**src/rtl/gate_sweep_pkg.sv**
```systemverilog
// Shared types and constants for the gate sweep controller.
// The optional stop-on-fail behaviour is controlled by GATE_SWEEP_STOP_ON_FAIL_EN (see top).
package gate_sweep_pkg;

    typedef enum logic [1:0] {
        StIdle   = 2'd0,
        StSettle = 2'd1,
        StSample = 2'd2,
        StFinish = 2'd3
    } state_e;

    localparam int unsigned CNT_W = 8;

    function automatic int unsigned nv_of(input int unsigned num_in);
        return 32'd1 << num_in;
    endfunction

endpackage

```
**src/rtl/gate_sweep_settle_cnt.sv**
```systemverilog
// Settle-time counter: clears to zero, counts while enabled, and flags the
// final settle cycle (count == SETTLE_CYCLES-1).
module gate_sweep_settle_cnt
    import gate_sweep_pkg::*;
#(
    parameter int unsigned SETTLE_CYCLES = 2
) (
    input  logic clk,
    input  logic rst_n,
    input  logic clr,
    input  logic en,
    output logic tc
);

    localparam logic [CNT_W-1:0] TcVal = CNT_W'(SETTLE_CYCLES - 1);

    logic [CNT_W-1:0] cnt_q;

    always_ff @(posedge clk or negedge rst_n) begin
        if (!rst_n) begin
            cnt_q <= '0;
        end else if (clr) begin
            cnt_q <= '0;
        end else if (en) begin
            cnt_q <= cnt_q + 1'b1;
        end
    end

    assign tc = (cnt_q == TcVal);

endmodule

```
**src/rtl/gate_sweep_ctrl.sv**
```systemverilog
// Exhaustive sweep of an external NUM_IN-input gate against an expected truth table.
// Define GATE_SWEEP_STOP_ON_FAIL_EN to end the sweep at the first mismatching vector.
module gate_sweep_ctrl
    import gate_sweep_pkg::*;
#(
    parameter int unsigned NUM_IN        = 2,
    parameter int unsigned SETTLE_CYCLES = 2,
    localparam int unsigned NV           = nv_of(NUM_IN)
) (
    input  logic              clk,
    input  logic              rst_n,
    input  logic              start,
    input  logic [NV-1:0]     tt_exp,
    output logic [NUM_IN-1:0] gate_in,
    input  logic              gate_out,
    output logic              busy,
    output logic              done,
    output logic              pass,
    output logic [NV-1:0]     captured,
    output logic [NV-1:0]     fail_mask
);

`ifdef GATE_SWEEP_STOP_ON_FAIL_EN
    localparam bit StopOnFail = 1'b1;
`else
    localparam bit StopOnFail = 1'b0;
`endif

    // One extra index bit so the last-vector compare never wraps.
    localparam logic [NUM_IN:0] LastIdx = (NUM_IN + 1)'(NV - 1);

    state_e            state_q, state_d;
    logic [NUM_IN:0]   idx_q, idx_d;
    logic [NV-1:0]     tt_q, tt_d;
    logic [NV-1:0]     cap_q, cap_d;
    logic [NV-1:0]     fm_q, fm_d;
    logic              busy_q, busy_d;
    logic              done_q, done_d;
    logic              pass_q, pass_d;
    logic              cnt_clr, cnt_en, cnt_tc;
    logic              mismatch;

    gate_sweep_settle_cnt #(
        .SETTLE_CYCLES(SETTLE_CYCLES)
    ) u_settle_cnt (
        .clk  (clk),
        .rst_n(rst_n),
        .clr  (cnt_clr),
        .en   (cnt_en),
        .tc   (cnt_tc)
    );

    always_comb begin
        state_d  = state_q;
        idx_d    = idx_q;
        tt_d     = tt_q;
        cap_d    = cap_q;
        fm_d     = fm_q;
        busy_d   = busy_q;
        done_d   = 1'b0;
        pass_d   = pass_q;
        cnt_clr  = 1'b0;
        cnt_en   = 1'b0;
        mismatch = gate_out ^ tt_q[idx_q[NUM_IN-1:0]];

        unique case (state_q)
            StIdle: begin
                if (start) begin
                    tt_d    = tt_exp;
                    cap_d   = '0;
                    fm_d    = '0;
                    pass_d  = 1'b0;
                    idx_d   = '0;
                    cnt_clr = 1'b1;
                    busy_d  = 1'b1;
                    state_d = StSettle;
                end
            end
            StSettle: begin
                cnt_en = 1'b1;
                if (cnt_tc) begin
                    state_d = StSample;
                end
            end
            StSample: begin
                cap_d[idx_q[NUM_IN-1:0]] = gate_out;
                fm_d[idx_q[NUM_IN-1:0]]  = mismatch;
                if ((idx_q == LastIdx) || (StopOnFail && mismatch)) begin
                    // PASS must reflect the vector sampled on this same edge.
                    done_d  = 1'b1;
                    pass_d  = ~|fm_d;
                    state_d = StFinish;
                end else begin
                    idx_d   = idx_q + 1'b1;
                    cnt_clr = 1'b1;
                    state_d = StSettle;
                end
            end
            StFinish: begin
                busy_d  = 1'b0;
                state_d = StIdle;
            end
            default: state_d = StIdle;
        endcase
    end

    always_ff @(posedge clk or negedge rst_n) begin
        if (!rst_n) begin
            state_q <= StIdle;
            idx_q   <= '0;
            tt_q    <= '0;
            cap_q   <= '0;
            fm_q    <= '0;
            busy_q  <= 1'b0;
            done_q  <= 1'b0;
            pass_q  <= 1'b0;
        end else begin
            state_q <= state_d;
            idx_q   <= idx_d;
            tt_q    <= tt_d;
            cap_q   <= cap_d;
            fm_q    <= fm_d;
            busy_q  <= busy_d;
            done_q  <= done_d;
            pass_q  <= pass_d;
        end
    end

    assign gate_in   = idx_q[NUM_IN-1:0];
    assign busy      = busy_q;
    assign done      = done_q;
    assign pass      = pass_q;
    assign captured  = cap_q;
    assign fail_mask = fm_q;

endmodule

```
**config.mk**
```make
export PLATFORM = sky130hd
export DESIGN_NAME = gate_sweep_ctrl
export DESIGN_NICKNAME = d
export VERILOG_FILES = /design/src/rtl/gate_sweep_pkg.sv /design/src/rtl/gate_sweep_settle_cnt.sv /design/src/rtl/gate_sweep_ctrl.sv
export SDC_FILE = /design/constraint.sdc
export NUM_CORES = 1
export LEC_CHECK = 0
export CAP_MARGIN = 40
export CORE_ASPECT_RATIO = 1.1
export CORE_MARGIN = 5
export CORE_UTILIZATION = 38
export CTS_CLUSTER_SIZE = 20
export DETAILED_ROUTE_END_ITERATION = 10
export PLACE_DENSITY = 0.61
export SLEW_MARGIN = 40
export SYNTH_ARGS = -nofsm -noshare
export SYNTH_HDL_FRONTEND = slang
export SYNTH_HIERARCHICAL = 1
export SYNTH_SLANG_ARGS = --single-unit
```
**constraint.sdc**
```tcl
create_clock -name clk -period 7.3 [get_ports clk]
set_clock_uncertainty 0.2 [all_clocks]
set_input_delay 0.73 -clock clk [delete_from_list [all_inputs] [get_ports clk]]
set_output_delay 0.73 -clock clk [all_outputs]
set_load 0.02 [all_outputs]
```
==> results of run 1 <==
## cells in the mapped netlist (2+ instances only)
| library cell | count | area (sq um) |
|---|---|---|
| buf_2 | 2 | 10.0 |
| mux2_2 | 4 | 45.0 |
| nor2_1 | 11 | 41.3 |
| o21ai_0 | 9 | 45.0 |
| xnor2_1 | 4 | 35.0 |
| clkbuf_1 | 2 | 7.51 |
| o21ai_1 | 2 | 10.0 |
| o22ai_1 | 4 | 25.0 |
| xor2_1 | 3 | 26.3 |
| nand2_1 | 7 | 26.3 |
| inv_1 | 9 | 33.8 |
| dfrtp_1 | 28 | 701 |
| nor3_1 | 2 | 10.0 |
| o31ai_1 | 4 | 30.0 |
| ha_1 | 7 | 87.6 |
| a22o_1 | 3 | 26.3 |
| a21oi_1 | 8 | 40.0 |
| or4_1 | 2 | 15.0 |
| buf_4 | 4 | 30.0 |
| mux2i_1 | 8 | 80.1 |
## routing by layer
metal / track usage / vias up
met5: 0 / -
met4: 0.0319 / 0
met3: 0.0251 / 10
met2: 0.240 / 29
met1: 0.142 / 541
li1: - / 550
## layout by cell type (no fill, tap or decap), drive strengths merged, types with 7 or more instances in the layout
cell type,n
inv,9
dfrtp,28
clkdlybuf4s50,20
nand2,7
ha,7
o21ai,11
mux2i,8
a21oi,8
nor2,11
## power by group through the flow
stage	sequential [uW]	combinational, uW	clock, uW
after global routing	155	10.6	106
after global placement	158	9.49	0
after detailed placement	158	9.64	0
final	155	9.29	93.9
after CTS	155	9.67	97.3
after floorplan	158	1.54	0
## cells by family after synthesis
family / Yosys count / share of synthesized area
AO/OA/AOI/OAI: 39 / 0.169
XOR/XNOR: 7 / 0.0410
adder cells (fa/ha/maj): 7 / 0.0585
buffers and inverters: 18 / 0.0577
flip-flops: 28 / 0.468
multiplexers: 12 / 0.0836
AND/OR/NAND/NOR: 34 / 0.122
## cell type report
type | count | area, sq um
well taps | 52 | 65.1
flip-flops and latches | 28 | 701
repair buffers | 21 | 208
clock buffers | 4 | 55.1
multi-input cells | 99 | 709
inverters | 9 | 33.8
fillers | 357 | 2100
## state kept, by name (all words and copies together), names as in the netlist
register and count:
busy 1, captured 4, done 1, fail_mask 4
idx_q 3, pass 1, state_q 2, tt_q 4
u_settle_cnt/cnt_q 8
## worst max-delay path by stage
stage / to / cells past startpoint
final: u_settle_cnt/cnt_q[7] / 6
after global routing: u_settle_cnt/cnt_q[7] / 6
after detailed placement: u_settle_cnt/cnt_q[7] / 6
after global placement: u_settle_cnt/cnt_q[7] / 6
after floorplan: u_settle_cnt/cnt_q[7] / 8
after CTS: u_settle_cnt/cnt_q[7] / 6
## through the flow
step,worst slack (ns),utilization
after floorplan,4.97,-
after global placement,4.10,0.443
after detailed placement,3.97,0.443
after CTS,4.28,0.457
after global routing,4.12,0.457
final,4.27,0.457
==> results.sh, run 1 <==
export IMPL_max_slew_margin_rel=0.530
export IMPL_drtIter0Drc=66
export IMPL_grt_pass1_vias=1187
export IMPL_reg2reg_from="idx_q[0]"
export IMPL_via_count=1130
export IMPL_die_area_sq_um=5290
export IMPL_stdcell_count=213
export IMPL_status="finished clean"
export IMPL_timing_hold_ws_ns=0.316
export IMPL_grt_overflow_total=0
export IMPL_path_cells="clkdlybuf4s50_1 > o21ai_1 > a21oi_1 > o21ai_1 > or4_1 > a21oi_1"
export IMPL_min_path_cells=1
export IMPL_cts_tree="built"
export IMPL_intPower_uw=208
export IMPL_core_area_sq_um=3870
export IMPL_tns_ns=0
export IMPL_seq_area_frac_synth=0.468
export IMPL_clk_latency_ns=0.27
export IMPL_grt_max_degree=29
export IMPL_combPwrFrac=0.036
export IMPL_p_clk_frac=0.364
export IMPL_r2r_setup_slack_ns=4.32
export IMPL_cts_setup_buffers=0
export IMPL_max_cap_violations=0
export IMPL_worstHoldStart="tt_q[0]"
export IMPL_post_cts_resized=0
export IMPL_powerDensity_nw_per_um2=146
export IMPL_cpPeakStageDelay_ns=0.61
export IMPL_dr_wl_met3_um=127
export IMPL_critPathTopFamily="compound AO/OA/AOI/OAI gates"
export IMPL_crit_buf_inv=1
export IMPL_fp_dieH_um=75.8
export IMPL_routabilityCongestion=0.775
export IMPL_p_total_uw=258
export IMPL_diodes=0
export IMPL_tightest_slew_ns=0.705
export IMPL_dpl_hpwl_um=2310
export IMPL_clock_path_buffers=2
export IMPL_crit_slowest_cell="a21oi_1"
export IMPL_netlist_area_sq_um=1500
export IMPL_worstSetupStartpointType="input port"
export IMPL_critical_path_endpoint_type="register"
export IMPL_min_period_ns=3.03
export IMPL_fin_crit_sh=0.415
export IMPL_syn_num_nets=160
export IMPL_synth_ff_type="dfrtp_1"
export IMPL_drt_wl_total_um=2980
export IMPL_dr_max_layer_used="met4"
export IMPL_worstSetupPathType="in -> reg"
export IMPL_async_flop_share=1.00
export IMPL_ys_types=42
export IMPL_antenna_found_initial=0
export IMPL_p_switching_uw=50.4
export IMPL_syn2layout_area_growth_pct=18.4
export IMPL_routedWlPerCell_um=14.0
export IMPL_via_per_inst=5.31
export IMPL_boundaryPins=21
export IMPL_ys_warn_count=6
export IMPL_final_area_sq_um=1770
export IMPL_num_rows=24
export IMPL_initial_core_util=0.386
export IMPL_arrival_ns=3.02
export IMPL_ant_nets=0
export IMPL_drive_gt1_frac=0.0932
export IMPL_syn_inst=145
export IMPL_drt_pass1_iterations=4
export IMPL_hold_buffers=0
export IMPL_numPlacedInstances=209
export IMPL_dpl_cell_area_sq_um=1720
export IMPL_grt_total_usage=0.124
export IMPL_ir_worst_vdd_uv=100
export IMPL_worstPathRequired_ns=7.29
export IMPL_cts_root_buffer="clkbuf_8"
export IMPL_hold_viol_final=0
export IMPL_swShare=0.195
export IMPL_ys_ff_latch=28
export IMPL_die_x_um=69.8
export IMPL_drv_slew=0
export IMPL_startpoint="start"
export IMPL_clock_sinks=28
export IMPL_rsz0062_at_grt="no"
export IMPL_reg2regPathDepth=6
export IMPL_critPathMaxFanout=10
export IMPL_max_freq_mhz=330
export IMPL_synth_edf_count=0
export IMPL_holdPathEnd="tt_q[0]"
export IMPL_portBuffers=20
export IMPL_syn_avg_cell_area_sq_um=10.3
export IMPL_fin_nets=177
export IMPL_wirelength_met1_um=1250
export IMPL_clk_pin_slew_ns=0.09
export IMPL_numCtsBuffers=3
export IMPL_seq_power_share=0.600
export IMPL_leakage_uw=0.000764
export IMPL_r2r_end="u_settle_cnt/cnt_q[7]"
export IMPL_setup_violations=0
export IMPL_htree_levels=1
export IMPL_wl_met2_um=1550
export IMPL_hp_class="reg -> reg"
export IMPL_grt_pass1_wl_um=5380
export IMPL_drc_errors=0
No activity file was read; power rests on OpenSTA's default activity.
==> run 2: changes to the inputs <==
- clock period: 7.3 -> 2.8 ns (I/O delays scaled with it)
==> results.sh, run 2 (synthesized netlist as in run 1, its figures left out) <==
export IMPL_drc_errors=0
export IMPL_min_period_ns=2.57
export IMPL_drt_pass1_iterations=4
export IMPL_cts_tree="built"
export IMPL_r2r_setup_slack_ns=0.23
export IMPL_arrival_ns=2.57
export IMPL_core_area_sq_um=3870
export IMPL_fin_nets=180
export IMPL_numCtsBuffers=3
export IMPL_fillers=369
export IMPL_ant_nets=0
export IMPL_p_total_uw=674
export IMPL_crit_buf_inv=0
export IMPL_cts_root_buffer="clkbuf_8"
export IMPL_ir_worst_vdd_uv=177
export IMPL_intPower_uw=541
export IMPL_grt_overflow_total=0
export IMPL_combPwrFrac=0.037
export IMPL_globalRouteMet1Util=0.146
export IMPL_crit_slowest_cell="dfrtp_1"
export IMPL_boundaryPins=21
export IMPL_status="finished clean"
export IMPL_use_met3=0.0198
export IMPL_multi_input_area_sq_um=709
export IMPL_gr_max_usage_layer="met2"
export IMPL_rsz0062_at_grt="no"
export IMPL_met2_usage=0.232
export IMPL_grt_max_degree=29
export IMPL_cts_setup_buffers=0
export IMPL_largest_reg_flops=8
export IMPL_hp_class="in -> async"
export IMPL_grt_pass1_vias=1105
export IMPL_max_freq_mhz=389
export IMPL_antenna_found_initial=0
export IMPL_p_switching_uw=133
export IMPL_max_slew_margin_rel=0.681
export IMPL_hold_viol_final=0
export IMPL_routedWlPerCell_um=14.7
export IMPL_critPathTopFamily="compound AO/OA/AOI/OAI gates"
export IMPL_htree_levels=1
export IMPL_cpPeakStageDelay_ns=0.49
export IMPL_syn2layout_area_growth_pct=19.9
export IMPL_grt_total_usage=0.123
export IMPL_hold_buffers=0
export IMPL_post_cts_resized=0
export IMPL_clock_sinks=28
export IMPL_regArea_sq_um=701
export IMPL_fin_crit_sh=0.917
export IMPL_diodes=0
export IMPL_tightest_slew_ns=0.475
export IMPL_die_x_um=69.8
export IMPL_final_cell_mix="28 x dfrtp_1, 20 x clkdlybuf4s50_1, 11 x nor2_1"
export IMPL_drtIter0Drc=85
export IMPL_seq_power_share=0.599
export IMPL_worstPathRequired_ns=2.80
export IMPL_critPathMaxFanout=9
export IMPL_initial_core_util=0.386
export IMPL_fp_dieH_um=75.8
export IMPL_die_area_sq_um=5290
export IMPL_grt_pass1_wl_um=5240
export IMPL_drt_wl_total_um=3170
export IMPL_dpl_hpwl_um=2420
export IMPL_layout_commonest_cell="dfrtp_1"
export IMPL_clk_latency_ns=0.27
export IMPL_worstSetupStartpointType="register"
export IMPL_max_cap_violations=0
export IMPL_portBuffers=20
export IMPL_leakage_uw=0.000779
export IMPL_worstSetupPathType="reg -> reg"
export IMPL_clk_pin_slew_ns=0.09
export IMPL_drive_gt1_frac=0.110
export IMPL_tns_ns=0
export IMPL_num_rows=24
export IMPL_powerDensity_nw_per_um2=376
export IMPL_drv_slew=0
export IMPL_p_clk_frac=0.364
export IMPL_via_per_inst=5.31
export IMPL_top_register="u_settle_cnt/cnt_q"
export IMPL_path_cells="ha_1 > ha_1 > a21oi_1 > o21ai_1 > or4_1 > a21oi_1"
export IMPL_swShare=0.197
export IMPL_via_count=1147
export IMPL_routabilityCongestion=0.816
export IMPL_setup_violations=0
export IMPL_clock_path_buffers=2
export IMPL_critical_path_endpoint_type="register"
[run 2: cell types whose count changed in the layout (fill, tap and decap cells not counted)]
cell,change
buf_4,+3
[run 2: metrics by stage]
| stage | area, sq um | util | instances | hold WS [ns] | worst slack [ns] |
|---|---|---|---|---|---|
| 2_1_floorplan | 1500 | - | 145 | -0.216 | 0.471 |
| 3_3_place_gp | 1740 | 0.449 | 212 | 0.303 | 0.365 |
| 3_5_place_dp | 1740 | 0.449 | 212 | 0.305 | 0.284 |
| 4_1_cts | 1790 | 0.463 | 216 | 0.182 | 0.254 |
| 5_1_grt | 1790 | 0.463 | 216 | 0.206 | 0.0896 |
| 6_report | 1790 | 0.463 | 216 | 0.180 | 0.231 |
[run 2: path summary, 6_finish.rpt]
check | from | end | cells past startpoint
worst max-delay path | idx_q[0] | u_settle_cnt/cnt_q[7] | 6
worst min-delay path | rst_n | fail_mask[0] | 2
worst max register to register | idx_q[0] | u_settle_cnt/cnt_q[7] | 6
worst min register to register | busy | busy | 1
max in group asynchronous | rst_n | u_settle_cnt/cnt_q[0] | 2
min in group clk | busy | busy | 1
[run 2: power groups by stage]
stage               logic [uW]  clock network (uW)  registers, uW
floorplan                 4.02                   0            412
global placement          24.8                   0            412
detailed placement        25.0                   0            412
CTS                       25.2                 258            404
global route              27.9                 272            404
finish                    24.7                 246            404
[run 2: area by class of cell]
cell class,instances,area share
well taps,52,0.0363
flip-flops and latches,28,0.391
inverters,9,0.0188
clock buffers,4,0.0307
multi-input cells,99,0.395
repair buffers,24,0.128
[run 2: layer usage]
layer	up-vias	share of wire
met3	2	0.048
met2	25	0.53
met5	-	0
li1	552	-
met4	0	0.0063
met1	568	0.41
==> run 3: changes to the inputs <==
- CAP_MARGIN: 40 -> not set
- CORE_UTILIZATION: 38 -> 53
- GPL_ROUTABILITY_DRIVEN: not set -> 0
- PLACE_DENSITY: 0.61 -> 0.8
==> results.sh, run 3 (synthesized netlist as in run 1, its figures left out) <==
export IMPL_grt_total_usage=0.170
export IMPL_antenna_found_initial=0
export IMPL_initial_core_util=0.544
export IMPL_boundaryPins=21
export IMPL_powerDensity_nw_per_um2=362
export IMPL_top_register="u_settle_cnt/cnt_q"
export IMPL_core_area_sq_um=2750
export IMPL_diodes=0
export IMPL_numCtsBuffers=3
export IMPL_cts_setup_buffers=0
export IMPL_tns_ns=0
export IMPL_cts_tree="built"
export IMPL_grt_max_degree=29
export IMPL_via_count=1170
export IMPL_tightest_slew_ns=0.535
export IMPL_syn2layout_area_growth_pct=16.6
export IMPL_clk_latency_ns=0.33
export IMPL_grt_overflow_total=0
export IMPL_clock_sinks=28
export IMPL_ir_worst_vdd_uv=316
export IMPL_drt_pass1_iterations=4
export IMPL_final_cell_mix="28 x dfrtp_1, 20 x clkdlybuf4s50_1, 11 x nor2_1"
export IMPL_critPathMaxFanout=9
export IMPL_worstPathRequired_ns=2.87
export IMPL_drt_wl_total_um=3100
export IMPL_worstSetupPathType="reg -> reg"
export IMPL_fin_crit_sh=0.913
export IMPL_die_x_um=60.7
export IMPL_drtIter0Drc=49
export IMPL_setup_violations=0
export IMPL_path_cells="ha_1 > ha_1 > a21oi_1 > o21ai_1 > or4_1 > a21oi_1"
export IMPL_layout_commonest_cell="dfrtp_1"
export IMPL_clk_pin_slew_ns=0.15
export IMPL_cpPeakStageDelay_ns=0.50
export IMPL_post_cts_resized=0
export IMPL_hold_buffers=0
export IMPL_arrival_ns=2.63
export IMPL_leakage_uw=0.000767
export IMPL_die_area_sq_um=3990
export IMPL_fin_nets=179
export IMPL_grt_pass1_vias=1104
export IMPL_fin_util=0.634
export IMPL_rsz0062_at_grt="no"
export IMPL_drv_slew=0
export IMPL_worstSetupStartpointType="register"
export IMPL_htree_levels=1
export IMPL_max_freq_mhz=391
export IMPL_cts_root_buffer="clkbuf_4"
export IMPL_routedWlPerCell_um=15.8
export IMPL_dpl_hpwl_um=2270
export IMPL_drive_gt1_frac=0.104
export IMPL_hold_viol_final=0
export IMPL_drc_errors=0
export IMPL_largest_reg_flops=8
export IMPL_min_period_ns=2.56
export IMPL_critical_path_endpoint_type="register"
export IMPL_grt_pass1_wl_um=5120
export IMPL_status="finished clean"
export IMPL_hp_class="in -> async"
export IMPL_max_cap_violations=0
export IMPL_fp_dieH_um=65.7
export IMPL_via_per_inst=5.97
export IMPL_num_rows=20
export IMPL_max_slew_margin_rel=0.642
export IMPL_ant_nets=0
export IMPL_crit_slowest_cell="dfrtp_1"
export IMPL_clock_path_buffers=2
export IMPL_portBuffers=20
run 3: cell types whose count changed in the layout (fill, tap and decap cells not counted):
cell      before  now
buf_4          4    3
clkbuf_4       0    3
clkbuf_8       4    1
run 3: cell type report:
cell class,count,area [sq um]
flip-flops and latches,28,701
multi-input cells,99,709
inverters,9,33.8
fillers,231,1010
repair buffers,23,223
well taps,33,41.3
clock buffers,4,36.3
run 3: through the flow:
step	area [sq um]	hold WS [ns]	setup WS [ns]	instances	total power [uW]
after floorplan	1500	-0.216	0.471	145	416
after global placement	1710	0.292	0.388	192	437
after detailed placement	1710	0.301	0.292	192	437
after CTS	1740	0.105	0.259	196	635
after global routing	1740	0.114	0.0390	196	658
final	1740	0.0924	0.243	196	632
run 3: where the power goes:
| part | leakage [uW] | internal [uW] | switching [uW] |
|---|---|---|---|
| sequential | 0.000361 | 405 | 0 |
| clock | 0.0000210 | 79.7 | 123 |
| combinational | 0.000385 | 11.8 | 12.7 |
run 3: worst paths after layout:
path | endpoint | slack [ns] | cells past startpoint | start
min reg2reg | pass | 0.33 | 2 | pass
min | busy | 0.09 | 2 | rst_n
max in group asynchronous | u_settle_cnt/cnt_q[3] | 2.04 | 2 | rst_n
min in group clk | pass | 0.33 | 2 | pass
max reg2reg | u_settle_cnt/cnt_q[7] | 0.24 | 6 | idx_q[0]
max | u_settle_cnt/cnt_q[7] | 0.24 | 6 | idx_q[0]
run 3: critical path, delay by kind of cell, from the launching register on:
kind	cells	cell delay (ns)
AOI/OAI and AO/OA	3	0.65
adders and majority gates	2	0.65
and+or+nand+nor	1	0.49
DFF	1	0.50
run 3: layer usage:
| metal | up-vias | global-route usage | routed length, um |
|---|---|---|---|
| li1 | 554 | - | - |
| met1 | 560 | 0.228 | 1390 |
| met2 | 44 | 0.270 | 1480 |
| met3 | 12 | 0.0196 | 134 |
| met4 | 0 | 0.0813 | 97 |
| met5 | - | 0 | 0 |
